===== config.mk =====
export PLATFORM = sky130hd
export DESIGN_NAME = bp_nonsynth_host_io_arbiter
export DESIGN_NICKNAME = d
export VERILOG_FILES = /design/src/rtl/bp_nonsynth_host_io_arbiter.sv
export SDC_FILE = /design/constraint.sdc
export NUM_CORES = 1
export LEC_CHECK = 0
export ABC_AREA = 1
export CAP_MARGIN = 20
export CORE_AREA = 2 2 155 157
export CTS_BUF_LIST = sky130_fd_sc_hd__clkbuf_8
export CTS_CLUSTER_DIAMETER = 120
export DETAILED_ROUTE_END_ITERATION = 12
export DIE_AREA = 0 0 157 159
export GPL_ROUTABILITY_DRIVEN = 1
export PLACE_DENSITY = 0.54
export SETUP_SLACK_MARGIN = 0.3
export SLEW_MARGIN = 0
export SYNTH_ARGS = -nofsm -noshare
export SYNTH_HDL_FRONTEND = slang
export SYNTH_SLANG_ARGS = --single-unit
export TNS_END_PERCENT = 50

===== constraint.sdc =====
create_clock -name clk_i -period 3.25 [get_ports clk_i]
set_clock_uncertainty 0.1 [all_clocks]
set_input_delay 0.65 -clock clk_i [delete_from_list [all_inputs] [get_ports clk_i]]
set_output_delay 0.65 -clock clk_i [all_outputs]
set_load 0.02 [all_outputs]

===== src/rtl/bp_nonsynth_host_io_arbiter.sv =====
// Round-robin merge of per-core io_cmd streams onto the single nonsynth host channel.
// An in-order tag FIFO records each command's source so host responses can be steered back.
module bp_nonsynth_host_io_arbiter
  #(parameter int num_src_p         = 2
   ,parameter int max_outstanding_p = 8
   ,parameter int msg_w_p           = 64
   )
  (input  logic                         clk_i
  ,input  logic                         reset_i

  ,input  logic [num_src_p*msg_w_p-1:0] src_cmd_i
  ,input  logic [num_src_p-1:0]         src_cmd_v_i
  ,output logic [num_src_p-1:0]         src_cmd_ready_o

  ,output logic [num_src_p*msg_w_p-1:0] src_resp_o
  ,output logic [num_src_p-1:0]         src_resp_v_o
  ,input  logic [num_src_p-1:0]         src_resp_yumi_i

  ,output logic [msg_w_p-1:0]           io_cmd_o
  ,output logic                         io_cmd_v_o
  ,input  logic                         io_cmd_ready_i

  ,input  logic [msg_w_p-1:0]           io_resp_i
  ,input  logic                         io_resp_v_i
  ,output logic                         io_resp_yumi_o
  );

  localparam int src_w_lp = (num_src_p > 1) ? $clog2(num_src_p) : 1;
  localparam int cnt_w_lp = $clog2(max_outstanding_p + 1);
  localparam int ptr_w_lp = (max_outstanding_p > 1) ? $clog2(max_outstanding_p) : 1;

  function automatic logic [src_w_lp-1:0] wrap_src(input logic [src_w_lp-1:0] base, input int off);
    int s;
    s = int'(base) + off;
    if (s >= num_src_p) s = s - num_src_p;
    return src_w_lp'(s);
  endfunction

  function automatic logic [ptr_w_lp-1:0] next_ptr(input logic [ptr_w_lp-1:0] p);
    return (int'(p) == max_outstanding_p - 1) ? '0 : p + ptr_w_lp'(1);
  endfunction

  logic [num_src_p-1:0][msg_w_p-1:0] cmd_arr;
  logic [src_w_lp-1:0] rr_q, rr_d, grant, head;
  logic [cnt_w_lp-1:0] count_q, count_d;
  logic [ptr_w_lp-1:0] wptr_q, wptr_d, rptr_q, rptr_d;
  logic [src_w_lp-1:0] tag_mem_q [max_outstanding_p];
  logic any_v, can_issue, issue, retire, tag_v, tag_full;

  assign cmd_arr = src_cmd_i;

  // Every outstanding command holds exactly one tag, so the credit count doubles as FIFO occupancy.
  assign tag_v     = (count_q != '0);
  assign tag_full  = (count_q == cnt_w_lp'(max_outstanding_p));
  assign can_issue = ~reset_i & io_cmd_ready_i & ~tag_full;

  always_comb begin
    grant = rr_q;
    any_v = 1'b0;
    for (int i = 0; i < num_src_p; i++) begin
      if (!any_v && src_cmd_v_i[wrap_src(rr_q, i)]) begin
        any_v = 1'b1;
        grant = wrap_src(rr_q, i);
      end
    end
  end

  assign io_cmd_v_o = any_v & can_issue;
  assign io_cmd_o   = cmd_arr[grant];
  assign issue      = io_cmd_v_o & io_cmd_ready_i;

  always_comb begin
    src_cmd_ready_o = '0;
    if (io_cmd_v_o) src_cmd_ready_o[grant] = 1'b1;
  end

  assign head       = tag_mem_q[rptr_q];
  assign src_resp_o = {num_src_p{io_resp_i}};

  always_comb begin
    src_resp_v_o = '0;
    if (~reset_i & io_resp_v_i & tag_v) src_resp_v_o[head] = 1'b1;
  end

  // Only the head bit can be set, so a reduction avoids indexing with an unwritten tag.
  assign io_resp_yumi_o = |(src_resp_v_o & src_resp_yumi_i);
  assign retire         = io_resp_yumi_o;

  always_comb begin
    rr_d    = issue ? wrap_src(grant, 1) : rr_q;
    wptr_d  = issue ? next_ptr(wptr_q) : wptr_q;
    rptr_d  = retire ? next_ptr(rptr_q) : rptr_q;
    count_d = count_q;
    if (issue && !retire) count_d = count_q + cnt_w_lp'(1);
    else if (!issue && retire) count_d = count_q - cnt_w_lp'(1);
  end

  always_ff @(posedge clk_i) begin
    if (reset_i) begin
      rr_q    <= '0;
      count_q <= '0;
      wptr_q  <= '0;
      rptr_q  <= '0;
    end else begin
      rr_q    <= rr_d;
      count_q <= count_d;
      wptr_q  <= wptr_d;
      rptr_q  <= rptr_d;
    end
  end

  always_ff @(posedge clk_i) begin
    if (issue) tag_mem_q[wptr_q] <= grant;
  end

  assert property (@(posedge clk_i) disable iff (reset_i) !(io_resp_v_i && !tag_v))
    else $error("host io_resp_v_i asserted with no outstanding command");

endmodule

==> metrics.cfg, run 1 <==
[global_routing]
grt_pass1_vias = 3007
gr-total-overflow = 0
met1_usage = 0.0923
grt_pass1_wl_um = 16100
track_usage = 0.0813
grt.met3_usage = 0.0403
top_usage_layer = met2
met2_usage = 0.137
grt_max_degree = 24
antenna_found_initial = 0

[placement]
dp_cells = 874
place.gp.congestion = 0.751
hpwl_um = 8410
port-buffer-count = 205
place_area_mm2 = 0.00448

[synthesis]
synth_compound_area_frac = 0.0438
synth-simple-area-share = 0.345
synth_ff_type = dfxtp_1
ys_seq_area_frac = 0.177
synth-seq-cells = 22
synth_enable_flop_cells = 8
synth_top_cell_by_area = buf_4
synth_cell_types = 25
yosys.area_share.xor_xnor = 0.00298
synth_async_sr_flop_share = 0
synth_cells = 480
syn-cell-area_mm2 = 0.00294
synth_fa_ha_area_frac = 0.0366
syn_area_per_cell_um2 = 6.13
ys_warn_count = 0
yosys.area.top_type_share = 0.339
synth.area.mux_share = 0
syn-num-nets = 688
synthTopCellsByArea = buf_4, nand2_1, dfxtp_1, edfxtp_1, inv_1
synth_top_family_by_area = buffers and inverters

[clock_tree]
hold_buffers = 0
cts_buffers = 3
cts_tree = yes
clock-sinks = 22
insertion_delay_ns = 0.26
cts.path.max_buffers = 2
htreeDepth = 1
cts_root_buf = clkbuf_8
clk_pin_slew_ns = 0.07

[die]
rows = 56
start_util = 0.127
ios = 398
coreArea_mm2 = 0.0232
fp.dieArea_mm2 = 0.0250
die_x_um = 157
die_h_um = 159

[worst_hold_path]
hold_depth = 2
hold_class = reg -> reg
hp-start = count_q[0]$_SDFFE_PP0P_
min_to = count_q[0]$_SDFFE_PP0P_

[worst_setup_path]
r2r-end = count_q[3]$_SDFFE_PP0P_
cp-end-kind = output pin
r2r_slack_ns = 0.92
cp_max_fo = 23
crit_arrival_ns = 2.18
crit_required_ns = 2.50
timing.rr.start = count_q[2]$_SDFFE_PP0P_
crit_type = in -> out
cp-start-kind = primary input
worstRegToRegCells = 14

[power]
finalPower_mw = 1.29
power.density_mw_per_mm2 = 285
p_leak_nw = 2.24
max-vdd-ir-drop_uv = 176

[final_layout]
syn2layout_area_growth_pct = 54.1
n_antenna_cell = 0
final_cells = 884
regArea_um2 = 520
multi_input_area_mm2 = 0.00128
drive_above_1_share = 0.120
nNetsFinal = 774
fillers = 2692
finish.instance_area_mm2 = 0.00453

[sta]
final_hold_viol_count = 0
period_share = 0.902
fmax_mhz = 341
relSlewSlack = 0.816
fin_hold_ws_ns = 0.434
setup_viol = 0
worst_pin_slew_ns = 0.277
slew_viol_final = 0
rsz0062_at_grt = true
timing.final.crit_period_ns = 2.93

[routing]
avgRoutedWirePerCell_um = 12.0
vias = 2893
avgViaCountPerCell = 3.27
drc_errors = 0
first_iter_violations = 80
wl_um = 10600
antenna_left = 0
first_pass_iters = 4

[flow_run]
cap_violations = 0

[run_status]
run_status = finished clean

[critical path, cell delays in order]
cell             delay, ns
clkdlybuf4s50_1       0.48
nand2_1               0.09
o21ai_4               0.11
buf_4                 0.16
buf_12                0.16
nand2_1               0.07
nand2_1               0.06
dlygate4sd2_1         0.37
[cell usage after synthesis, types with 2 or more instances]
library cell,n
a21oi_1,8
inv_2,3
nand3_1,9
dfxtp_1,14
clkbuf_1,2
nor2_1,24
nand2_1,216
buf_4,133
o21ai_0,7
inv_1,27
nand3_2,2
edfxtp_1,8
ha_1,7
buf_2,8
o211a_1,2
[report_power, final]
part / internal (mW) / total (mW) / switching, mW
clock network: 0.164 / 0.251 / 0.0868
registers: 0.307 / 0.324 / 0.0175
logic: 0.351 / 0.715 / 0.365
[worst max-delay path by stage]
stage | start | end | depth (start not counted)
floorplan | reset_i | count_q[3]$_SDFFE_PP0P_ | 15
global placement | src_cmd_v_i[1] | io_cmd_o[60] | 9
detailed placement | src_cmd_v_i[1] | io_cmd_o[55] | 9
CTS | reset_i | io_resp_yumi_o | 7
global route | src_cmd_v_i[0] | io_cmd_o[25] | 8
finish | src_cmd_v_i[0] | io_cmd_o[42] | 8
[cell type report]
type                    count  area share
repair buffers            224       0.472
clock inverters             1     0.00662
clock buffers               3     0.00911
flip-flops and latches     22       0.115
well taps                 319      0.0880
inverters                  31      0.0262
multi-input cells         284       0.283
[stage by stage]
stage | setup WS (ns) | TNS, ns | utilization
2_1_floorplan | 0.519 | 0 | -
3_3_place_gp | -0.114 | -4.54 | 0.193
3_5_place_dp | -0.125 | -4.66 | 0.193
4_1_cts | 0.0893 | 0 | 0.198
5_1_grt | 0.193 | 0 | 0.196
6_report | 0.320 | 0 | 0.196
[layout by cell type (no fill, tap or decap)]
| cell | instances |
|---|---|
| nand2_1 | 215 |
| buf_12 | 2 |
| inv_1 | 25 |
| nand3_2 | 2 |
| clkbuf_8 | 3 |
| ha_4 | 1 |
| o21ai_0 | 5 |
| a22oi_1 | 1 |
| nor2_1 | 24 |
| xor2_1 | 1 |
| inv_4 | 1 |
| bufinv_16 | 1 |
| clkinv_1 | 1 |
| nand2_4 | 1 |
| buf_4 | 14 |
| bufbuf_16 | 1 |
| inv_2 | 4 |
| o211a_1 | 2 |
| nand3_1 | 9 |
| nand2_2 | 2 |
| nand4_2 | 1 |
| nand3_4 | 1 |
| buf_6 | 3 |
| dlygate4sd2_1 | 35 |
| clkdlybuf4s15_2 | 6 |
| a31oi_4 | 1 |
| dfxtp_1 | 14 |
| edfxtp_1 | 8 |
| fa_1 | 1 |
| clkbuf_2 | 13 |
| dlymetal6s2s_1 | 6 |
| o21ai_4 | 1 |
| o21ai_1 | 2 |
| ha_1 | 6 |
| a21oi_1 | 8 |
| buf_2 | 9 |
| clkdlybuf4s50_1 | 134 |
| buf_16 | 1 |
[routing by layer]
metal,part of all wire,up-vias
met5,0,-
met4,0.012,0
met3,0.13,16
met2,0.47,189
met1,0.39,1193
li1,-,1495
[kinds of logic after synthesis]
logic type	after synthesis
and+or+nand+nor	255
xor gates and xnor gates	1
adders and majority gates	8
DFF	22
buffers and inverters	174
AOI/OAI and AO/OA	20
[repair_timing]
action / CTS / global route
setup endpoints to repair: 69 / 56
pin swaps: 1 / 3
setup buffers: 2 / 2
gates resized for setup: 99 / 45
gates cloned: 2 / 0
(Power assumes the default switching activity.)
==> run 2, diff against run 1 <==
- PLACE_DENSITY: 0.54 -> 0.44
==> metrics.cfg, run 2 (synthesis gave the netlist of run 1 again) <==
[routing]
avgRoutedWirePerCell_um = 12.8  ; +6.5%
antenna_left = 0  ; unchanged
first_iter_violations = 87  ; +8.8%
drc_errors = 0  ; unchanged
vias = 2894  ; +0.035%
avgViaCountPerCell = 3.27  ; -0.19%
first_pass_iters = 4  ; unchanged
wl_um = 11300  ; +6.7%

[placement]
port-buffer-count = 205  ; unchanged
place.gp.congestion = 0.721  ; -4.1%
hpwl_um = 8970  ; +6.6%

[worst_setup_path]
cp_slowest_cell = clkdlybuf4s50_1
cp.depth = 16  ; +8
cp_top_family = buffers and inverters
cp_common_cell = nand2_1
cp-end-kind = register
worst-path-buf-inv = 4  ; unchanged
worstRegToRegCells = 14  ; unchanged
cp_max_fo = 3  ; -87%
cpPeakStageDelay_ns = 0.42  ; -0.06 ns
crit_type = in -> reg
cp-start-kind = primary input
crit_arrival_ns = 2.92  ; +0.74 ns
crit_chain = clkdlybuf4s50_1 -> clkinv_1 -> nand2_1 -> a31oi_4 -> nand4_2 -> nand2_2 -> inv_1 -> ha_1 -> inv_1 -> ha_1 -> nand2_1 -> nand2_1 -> o21ai_0 -> nand3_1 -> o21ai_1 -> a21oi_1
crit_required_ns = 3.30  ; +0.80 ns

[run_status]
run_status = finished clean

[power]
intPower_mw = 0.762  ; -7.3%
seqPwrFrac = 0.261  ; +0.010
netSwitchingFraction = 0.384  ; +0.0209
pwr-share-comb = 0.600  ; +0.046
p_switching_mw = 0.475  ; +1.4%
max-vdd-ir-drop_uv = 131  ; -25%
power.density_mw_per_mm2 = 267  ; -6.1%
power_frac_clock = 0.139  ; -0.056
p_leak_nw = 2.27  ; +1.6%
finalPower_mw = 1.24  ; -4.1%

[clock_tree]
htreeDepth = 1  ; unchanged
cts_root_buf = clkbuf_8
clk_pin_slew_ns = 0.08  ; about the same
insertion_delay_ns = 0.26  ; about the same
clock-sinks = 22  ; unchanged
cts.path.max_buffers = 2  ; unchanged
cts_tree = yes
cts_buffers = 3  ; unchanged
hold_buffers = 0  ; unchanged

[global_routing]
antenna_found_initial = 0  ; unchanged
grt_pass1_wl_um = 17300  ; +7.4%
track_usage = 0.0885  ; +0.00714
grt_max_degree = 25  ; +4.2%
grt_pass1_vias = 3164  ; +5.2%
gr-total-overflow = 0  ; unchanged

[sta]
finalSetupTns_ns = 0  ; unchanged
fmax_mhz = 349  ; +2.2%
timing.final.crit_period_ns = 2.87  ; -0.0638 ns
rsz0062_at_grt = true
fin_hold_ws_ns = 0.434  ; +0.0000750 ns
period_share = 0.882  ; -0.0196
slew_viol_final = 0  ; unchanged
worst_pin_slew_ns = 0.257  ; -0.0201 ns
setup_viol = 0  ; unchanged
final_hold_viol_count = 0  ; unchanged
relSlewSlack = 0.828  ; +0.0120

[worst_hold_path]
hold_class = reg -> reg
hold_depth = 2  ; unchanged

[die]
coreArea_mm2 = 0.0232  ; unchanged
ios = 398  ; unchanged
start_util = 0.127  ; unchanged
die_h_um = 159  ; unchanged
fp.dieArea_mm2 = 0.0250  ; unchanged
rows = 56  ; unchanged
die_x_um = 157  ; unchanged

[final_layout]
drive_above_1_share = 0.122  ; +0.00134
layout_common_cells = nand2_1, clkdlybuf4s50_1, dlygate4sd2_1, inv_1, nor2_1
final_common_cell = nand2_1
n_antenna_cell = 0  ; unchanged
syn2layout_area_growth_pct = 57.4
nNetsFinal = 776  ; +0.26%

[flow_run]
cap_violations = 0  ; unchanged

## run 2: cell types whose count changed in the layout (fill, tap and decap cells not counted), moves of 2 or more
cell             delta
clkdlybuf4s15_2     +8
buf_12              +2
clkdlybuf4s15_1     +3
dlygate4sd2_1       -3
buf_2               +5
clkbuf_2           -13
buf_16              +2
buf_6               -3
## run 2: stage by stage
| stage | util | setup slack [ns] | area, um2 | instances |
|---|---|---|---|---|
| 6_report | 0.200 | 0.384 | 4630 | 886 |
| 4_1_cts | 0.198 | 0.108 | 4600 | 885 |
| 3_3_place_gp | 0.195 | -0.120 | 4520 | 876 |
| 3_5_place_dp | 0.195 | -0.113 | 4520 | 876 |
| 2_1_floorplan | - | 0.519 | 2940 | 480 |
| 5_1_grt | 0.200 | 0.0776 | 4630 | 886 |
## run 2: area by class of cell
type	count	area (um2)
Multi-Input combinational cell	284	1270
Timing Repair Buffer	226	2270
Sequential cell	22	520
Tap cell	319	399
Inverter	31	124
Clock buffer	3	41.3
Clock inverter	1	3.75
Fill cell	2650	18600
## run 2: layer usage
layer,part of all wire,GRT usage
met1,0.41,0.102
met2,0.46,0.149
met3,0.13,0.0433
met4,0.0050,0.0142
met5,0,0
## run 2: worst paths after layout
kind,start,slack (ns),to
max,reset_i,0.38,count_q[3]$_SDFFE_PP0P_
min reg2reg,wptr_q[2]$_SDFFE_PP0P_,0.43,wptr_q[2]$_SDFFE_PP0P_
min,wptr_q[2]$_SDFFE_PP0P_,0.43,wptr_q[2]$_SDFFE_PP0P_
max reg2reg,count_q[1]$_SDFFE_PP0P_,0.83,count_q[3]$_SDFFE_PP0P_
## run 2: repair_timing
item                                    CTS  global route
gates resized for setup                 159            10
buffers inserted                          2             1
pin swaps                                 0             1
cloned                                    3             0
endpoints found under the setup margin   71            68
## run 2: power groups by stage
stage / Sequential, mW / Clock (mW) / Combinational (mW)
2_1_floorplan: 0.326 / 0 / 0.571
3_3_place_gp: 0.330 / 0 / 0.770
3_5_place_dp: 0.330 / 0 / 0.766
4_1_cts: 0.323 / 0.180 / 0.755
5_1_grt: 0.327 / 0.190 / 0.821
6_report: 0.323 / 0.172 / 0.742
## run 2: tightest hold or removal path, stage by stage (launching register included)
cell and delay [ns]:
dfxtp_1 0.34, inv_1 0.09, a21oi_1 0.06
